File: config.mk
export PLATFORM = sky130hd
export DESIGN_NAME = nand_operand_sequencer
export DESIGN_NICKNAME = d
export VERILOG_FILES = /design/src/rtl/tiny_cpu_pkg.sv /design/src/rtl/reg_file_4x8.sv /design/src/rtl/nand_operand_sequencer.sv
export SDC_FILE = /design/constraint.sdc
export NUM_CORES = 1
export LEC_CHECK = 0
export ABC_AREA = 0
export BUFFER_PORTS_ARGS = -buffer_cell sky130_fd_sc_hd__buf_4
export CAP_MARGIN = 5
export CORE_ASPECT_RATIO = 1.4
export CORE_MARGIN = 2
export CORE_UTILIZATION = 30
export DETAILED_ROUTE_END_ITERATION = 10
export SLEW_MARGIN = 40
export SYNTH_ARGS = -nofsm -noshare
export SYNTH_HDL_FRONTEND = slang
export SYNTH_SLANG_ARGS = --single-unit
File: constraint.sdc
create_clock -name clk -period 2.2 [get_ports clk]
set_input_delay 0.11 -clock clk [delete_from_list [all_inputs] [get_ports clk]]
set_output_delay 0.11 -clock clk [all_outputs]
set_load 0.1 [all_outputs]
File: src/rtl/tiny_cpu_pkg.sv
// tiny_cpu_pkg
// Shared definitions for the tiny CPU datapath blocks: data width, register
// count / address width and the sequencer FSM state encoding.
package tiny_cpu_pkg;

  localparam int DATA_W     = 8;
  localparam int REG_CNT    = 4;
  localparam int REG_ADDR_W = $clog2(REG_CNT);

  typedef enum logic [1:0] {
    IDLE  = 2'd0,
    FETCH = 2'd1,
    EXEC  = 2'd2,
    LOAD  = 2'd3
  } state_t;

endpackage

File: src/rtl/reg_file_4x8.sv
// reg_file_4x8
// Small register file with two asynchronous read ports and one synchronous
// write port. All entries are cleared synchronously while reset is high.
//
// Ports:
//   clk        clock, writes on rising edge
//   reset      synchronous active-high clear of every entry
//   wr_en      write enable
//   wr_addr    write address
//   wr_data    write data
//   rd_a_addr  read port A address
//   rd_a_data  read port A data (combinational)
//   rd_b_addr  read port B address
//   rd_b_data  read port B data (combinational)
module reg_file_4x8 #(
  parameter int DATA_W  = tiny_cpu_pkg::DATA_W,
  parameter int REG_CNT = tiny_cpu_pkg::REG_CNT
) (
  input  logic                       clk,
  input  logic                       reset,
  input  logic                       wr_en,
  input  logic [$clog2(REG_CNT)-1:0] wr_addr,
  input  logic [DATA_W-1:0]          wr_data,
  input  logic [$clog2(REG_CNT)-1:0] rd_a_addr,
  output logic [DATA_W-1:0]          rd_a_data,
  input  logic [$clog2(REG_CNT)-1:0] rd_b_addr,
  output logic [DATA_W-1:0]          rd_b_data
);

  logic [DATA_W-1:0] regs [REG_CNT];

  always_ff @(posedge clk) begin
    if (reset) begin
      for (int i = 0; i < REG_CNT; i++) begin
        regs[i] <= '0;
      end
    end else if (wr_en) begin
      regs[wr_addr] <= wr_data;
    end
  end

  assign rd_a_data = regs[rd_a_addr];
  assign rd_b_data = regs[rd_b_addr];

endmodule

File: src/rtl/nand_operand_sequencer.sv
// nand_operand_sequencer
// Feeder and writeback stage for the 8-bit NAND unit. Accepts one
// instruction at a time, either loads an immediate into the register file or
// presents two registered operands to the external NAND unit and writes the
// returned result back to the destination register.
//
// Optional feature: define TINY_CPU_ZERO_FLAG_EN to add the zero_flag output,
// which tracks whether the most recent register-file write was zero.
//
// Ports:
//   clk          clock
//   reset        synchronous active-high reset
//   instr_valid  instruction present
//   instr_ready  high only while idle
//   instr_load   1 = load immediate, 0 = NAND rs1, rs2
//   instr_rd     destination register
//   instr_rs1    source A
//   instr_rs2    source B
//   instr_imm    immediate for loads
//   op_a, op_b   registered operands driven to the NAND unit
//   nand_result  combinational result from the NAND unit
//   wb_data      last value written to the register file
//   done         one-cycle pulse per retired instruction
//   zero_flag    (TINY_CPU_ZERO_FLAG_EN only) last written value was zero
module nand_operand_sequencer #(
  parameter int DATA_W  = tiny_cpu_pkg::DATA_W,
  parameter int REG_CNT = tiny_cpu_pkg::REG_CNT
) (
  input  logic                       clk,
  input  logic                       reset,
  input  logic                       instr_valid,
  output logic                       instr_ready,
  input  logic                       instr_load,
  input  logic [$clog2(REG_CNT)-1:0] instr_rd,
  input  logic [$clog2(REG_CNT)-1:0] instr_rs1,
  input  logic [$clog2(REG_CNT)-1:0] instr_rs2,
  input  logic [DATA_W-1:0]          instr_imm,
  output logic [DATA_W-1:0]          op_a,
  output logic [DATA_W-1:0]          op_b,
  input  logic [DATA_W-1:0]          nand_result,
  output logic [DATA_W-1:0]          wb_data,
  output logic                       done
`ifdef TINY_CPU_ZERO_FLAG_EN
  ,
  output logic                       zero_flag
`endif
);

  import tiny_cpu_pkg::*;

  localparam int ADDR_W = $clog2(REG_CNT);

  state_t state_q, state_d;

  logic [ADDR_W-1:0] rd_q, rs1_q, rs2_q;
  logic [DATA_W-1:0] imm_q;

  logic              rf_we;
  logic [DATA_W-1:0] rf_wdata;
  logic [DATA_W-1:0] rf_a_data, rf_b_data;

  reg_file_4x8 #(
    .DATA_W  (DATA_W),
    .REG_CNT (REG_CNT)
  ) u_reg_file (
    .clk       (clk),
    .reset     (reset),
    .wr_en     (rf_we),
    .wr_addr   (rd_q),
    .wr_data   (rf_wdata),
    .rd_a_addr (rs1_q),
    .rd_a_data (rf_a_data),
    .rd_b_addr (rs2_q),
    .rd_b_data (rf_b_data)
  );

  // Next-state and write-port control. The load/NAND choice is made once at
  // accept time and is encoded by which state follows IDLE.
  always_comb begin
    state_d     = state_q;
    instr_ready = 1'b0;
    rf_we       = 1'b0;
    rf_wdata    = imm_q;
    case (state_q)
      IDLE: begin
        instr_ready = 1'b1;
        if (instr_valid) begin
          state_d = instr_load ? LOAD : FETCH;
        end
      end
      FETCH: begin
        state_d = EXEC;
      end
      EXEC: begin
        rf_we    = 1'b1;
        rf_wdata = nand_result;
        state_d  = IDLE;
      end
      LOAD: begin
        rf_we    = 1'b1;
        rf_wdata = imm_q;
        state_d  = IDLE;
      end
      default: begin
        state_d = IDLE;
      end
    endcase
  end

  // Operands are captured only in FETCH so nand_result stays stable through
  // EXEC, and so an rd that aliases rs1/rs2 still sees the old value.
  always_ff @(posedge clk) begin
    if (reset) begin
      state_q <= IDLE;
      rd_q    <= '0;
      rs1_q   <= '0;
      rs2_q   <= '0;
      imm_q   <= '0;
      op_a    <= '0;
      op_b    <= '0;
      wb_data <= '0;
      done    <= 1'b0;
    end else begin
      state_q <= state_d;
      done    <= rf_we;
      if (state_q == IDLE && instr_valid) begin
        rd_q  <= instr_rd;
        rs1_q <= instr_rs1;
        rs2_q <= instr_rs2;
        imm_q <= instr_imm;
      end
      if (state_q == FETCH) begin
        op_a <= rf_a_data;
        op_b <= rf_b_data;
      end
      if (rf_we) begin
        wb_data <= rf_wdata;
      end
    end
  end

`ifdef TINY_CPU_ZERO_FLAG_EN
  always_ff @(posedge clk) begin
    if (reset) begin
      zero_flag <= 1'b0;
    end else if (rf_we) begin
      zero_flag <= (rf_wdata == '0);
    end
  end
`endif

endmodule
* Word-level counts from Yosys, hierarchy flattened *
Memory sizes are Yosys's and may differ from the RTL's. A register that Yosys moved wholly into a read port is not among the register bits.
Cells that the tools add are included.

word-level totals
  register bits after elaboration = 25
  bits in latches = 0
  memory bits (writable) = 32
  bits in read-only memories = 0
  input port bits = 26
  output and inout port bits = 26
  logic and storage cells = 30
  memories = 1

cells by class
  $add $sub $neg = 0
  multipliers = 0
  divide/modulo/power cells = 0
  magnitude comparators = 0
  eq/ne operators = 4
  shift-type cells = 0
  multiplexer cells = 14
  bitwise gates (word level) = 0
  reductions and logical operators = 4

memory list
  name             depth  bits a word  read ports  clocked after Yosys merged registers in  write ports  RTL line            text
  u_reg_file.regs  4      8            2           2                                        4            reg_file_4x8.sv:30  logic [DATA_W-1:0] regs [REG_CNT];

operators with widths
  kind                  count
  $mux W8               2
  $mux W1               8
  $reduce_or A8 Y1      1
  $mux W2               3
  $pmux W2 S3           1
  $eq A2 B2 Y1 const B  2
  $eq A2 B1 Y1 const B  1
  $logic_not A2 Y1      1
  $ne A2 B2 Y1 const B  1
  $reduce_or A2 Y1      1
  $logic_and A1 B1 Y1   1

* Longest topological paths before layout *
  depth after elaboration = 8
  mapped depth = 6
  depth with buffers taken out = 3

* Modules after synthesis *
Synthesis repeated with hierarchy kept, for this count alone.

second synthesis, totals
  cell total of the unflattened synthesis = 267
  area, all modules = 3296.9 um2

by module, submodules not included
  module                  times used  cells each  area an instance (um2)  seq. area each (um2)
  reg_file_4x8            1           94          1671.6                  960.9
  nand_operand_sequencer  1           173         1625.3                  820.8

* Least setup slack after synthesis *
No wires, ideal clock.

  path kind = register to output
  start point = register state_q[0]
  end point = output port instr_ready
  arrival time = 2.038 ns
  data required time = 2.090 ns
  setup slack = 0.052 ns
  cell stages (with the launch flop) = 5
  path buffers = 3
  cells stage by stage = dfxtp_1 -> buf_2 -> buf_2 -> buf_2 -> nor2_1

between the ends
  cells in the longest elaborated chain, start to end = 2

RTL lines
  item                      RTL line                       text
  start: declaration        nand_operand_sequencer.sv:53   state_t state_q, state_d;
  start signal: assignment  nand_operand_sequencer.sv:124  state_q <= state_d;
  $logic_not A2 Y1          nand_operand_sequencer.sv:84   case (state_q)
  $mux W1                   nand_operand_sequencer.sv:84
  end: declaration          nand_operand_sequencer.sv:32   output logic instr_ready,

No other way between the ends.

* Worst setup path in the final report *
  start point = register state_q[0]
  end point = register imm_q[7]

between the ends
  cells in the longest elaborated chain, start to end = 2

RTL lines
  item                    RTL line                       text
  $logic_not A2 Y1        nand_operand_sequencer.sv:126  if (state_q == IDLE && instr_valid) begin
  $logic_and A1 B1 Y1     nand_operand_sequencer.sv:126
  end signal: assignment  nand_operand_sequencer.sv:130  imm_q <= instr_imm;
  end: declaration        nand_operand_sequencer.sv:56   logic [DATA_W-1:0] imm_q;

No other way between the ends.
A chain may end at the register's enable or synchronous reset.

==> results.md <==
* Status: finished clean
* Post-synthesis register bit count at 73
* WL/cell at 14.1 µm
* Crit path DAT at 1.95 ns
* Postcts setup bufs at 0
* Starting density of the core at 0.304
* Boundary pin count at 52
* Critical path capture point type: register
* Leading area contributor after synthesis: edfxtp_1
* Overall Global Routing Usage at 0.124
* DR vias at 1856
* Layout area overhead at 27.8%
* Antenna Cells at 0
* Syn nets at 255
* Final period utilization at 0.792
* Fmax at 0.574 GHz
* Global route overflow at 0
* I/O Buffers at 51
* Final TNS setup at 0 ns
* Syn. warnings at 0
* VDD IR max at 0.468 mV
* Clock buffer depth at 2
* Clock transition at path regs at 0.06 ns
* Final Slew Violations at 0
* Synth Area per Inst at 13.0 µm²
* Final ANT Viol Nets at 0
* Number of buffers created by CTS at 9
* Post-Layout Cell Count at 422
* CTS Sinks at 73
* DR iter-0 viols at 62
* Die Y at 122 µm
* Clock root cell: clkbuf_16
* Post-synthesis sequential area ratio at 0.599
* Asr flop ratio synth at 0
* Die W at 88.1 µm
* Layout cells sized above 1 at 0.345
* Row count at 43
* Primary FF master, synth: dfxtp_1
* Setup CP Type: reg2reg
* Nets at 308
* Worst slew pin tran at 0.670 ns
* HP Class: in2reg
* Number of hold buffers added after CTS at 0
* Leakage power at 1.53 nW
* Routed wire length at 5930 µm
* Largest net degree at the start of global routing at 25
* Crit path required time at 2.41 ns
* Clock Skews at 0.00487 ns
* Worst-path fanout max at 13
* Commonest cells post-synth: dfxtp_1 (41), nor2_1 (39), edfxtp_1 (32)
* Post-CTS sizing at 0
* # fillers at 983
* First-pass GRT wire length at 9870 µm
* Crit path time final at 1.74 ns
* Hold Fails Final Rpt at 0
* GPL Wtd Cong at 0.726
* EDFF count, synth at 32
* Vias in the first global route at 1971
* Crit path launch type: register
* CTS HTree Levels at 3
* Routed vias/inst at 4.40
* Max Cap Viol at 0
* Largest cells by area after synthesis: edfxtp_1 (32%), dfxtp_1 (28%), mux4_2 (12%), a32o_1 (5.4%), nor2_1 (4.9%)
* Post-Syn Area at 2970 µm²
* TritonRoute pass-1 iters at 4
* DR DRC count at 0
* Post-synthesis cell count at 229
* Relative slew slack at 0.553
* Initial antenna violation count at 0
* RSZ-0062 raised after global routing: false
* TritonCTS clock tree: done
* Final setup violation count at 0
* Placed Cells at 406
* Die area at 10700 µm²
* Clock latency on the worst-skew pair at 0.33 ns
* Hpwl dp at 4500 µm
* Core area at 9790 µm²
* Distinct cells, synth at 23
* Most common cell in the synthesized netlist: dfxtp_1
* Post-synth top area share at 0.323
* Pwr/cell area at 879 nW/µm²
logic make-up (layout without fill, tap and decap cells):
kind of cell / Yosys count / count (layout) / synth area share
muxes: 38 / 38 / 0.199
AOI/OAI and AO/OA: 19 / 19 / 0.0602
DFF: 73 / 73 / 0.599
and+or+nand+nor: 74 / 74 / 0.104
buffers and inverters: 25 / 83 / 0.0379
cells in the final DEF (no fill, tap or decap), types with 2 or more instances in the layout:
master	instances
nand2b_1	3
nor2b_1	2
mux4_2	16
nand3b_1	2
dfxtp_1	41
mux2i_1	14
edfxtp_1	32
nand2_1	24
clkbuf_1	2
inv_1	8
nor2_1	39
mux2_2	8
clkinv_2	2
clkbuf_16	9
clkinv_1	2
buf_4	57
a32o_1	16
cell type report:
class | count | area [µm²] | area share
clock buffer | 11 | 233 | 0.0612
clock inverter | 5 | 47.5 | 0.0125
inverter | 9 | 33.8 | 0.00889
multi-input combinational | 131 | 1090 | 0.286
sequential | 73 | 1780 | 0.469
tap | 135 | 169 | 0.0445
timing repair buffer | 58 | 448 | 0.118
sequential cells by signal (all words and copies together), names as in the netlist:
name	flops
u_reg_file.regs	32
imm_q	8
op_a	8
op_b	8
wb_data	8
rd_q	2
rs1_q	2
rs2_q	2
state_q	2
done	1
worst paths after layout:
| check | slack, ns | end | cells past startpoint | start |
|---|---|---|---|---|
| hold reg to reg | 0.45 | wb_data[1] | 2 | wb_data[1] |
| hold / removal | 0.02 | imm_q[5] | 3 | instr_imm[5] |
| setup reg to reg | 0.46 | imm_q[7] | 4 | state_q[0] |
| setup / recovery | 0.46 | imm_q[7] | 4 | state_q[0] |
critical path, cell delays in order (launching register included):
cell	delay [ns]
dfxtp_1	0.51
nor3b_2	0.63
buf_12	0.23
mux2i_1	0.19
nor2_1	0.05
where the power goes:
part           internal, W  total (W)  switching [W]
Combinational     0.000164   0.000431       0.000267
Sequential         0.00148    0.00154      0.0000588
Clock             0.000865    0.00137       0.000503
stage by stage:
step            util  instance area, µm²  setup WS [ns]  hold WS (ns)  total power, W
2_1_floorplan      -                2970         0.0516         0.257         0.00188
3_3_place_gp   0.359                3520          0.449         0.343         0.00200
3_5_place_dp   0.359                3520          0.437         0.351         0.00201
4_1_cts        0.388                3800          0.429       0.00205         0.00339
5_1_grt        0.388                3800          0.305        0.0188         0.00347
6_report       0.388                3800          0.458        0.0160         0.00334
per-layer routing:
metal | share of wire | vias to the layer above | track usage
met5 | 0 | - | 0
met3 | 0.058 | 9 | 0.0393
met1 | 0.37 | 864 | 0.132
li1 | - | 942 | -
met4 | 0.025 | 0 | 0.0597
met2 | 0.55 | 41 | 0.217
(Power assumes the default switching activity.)
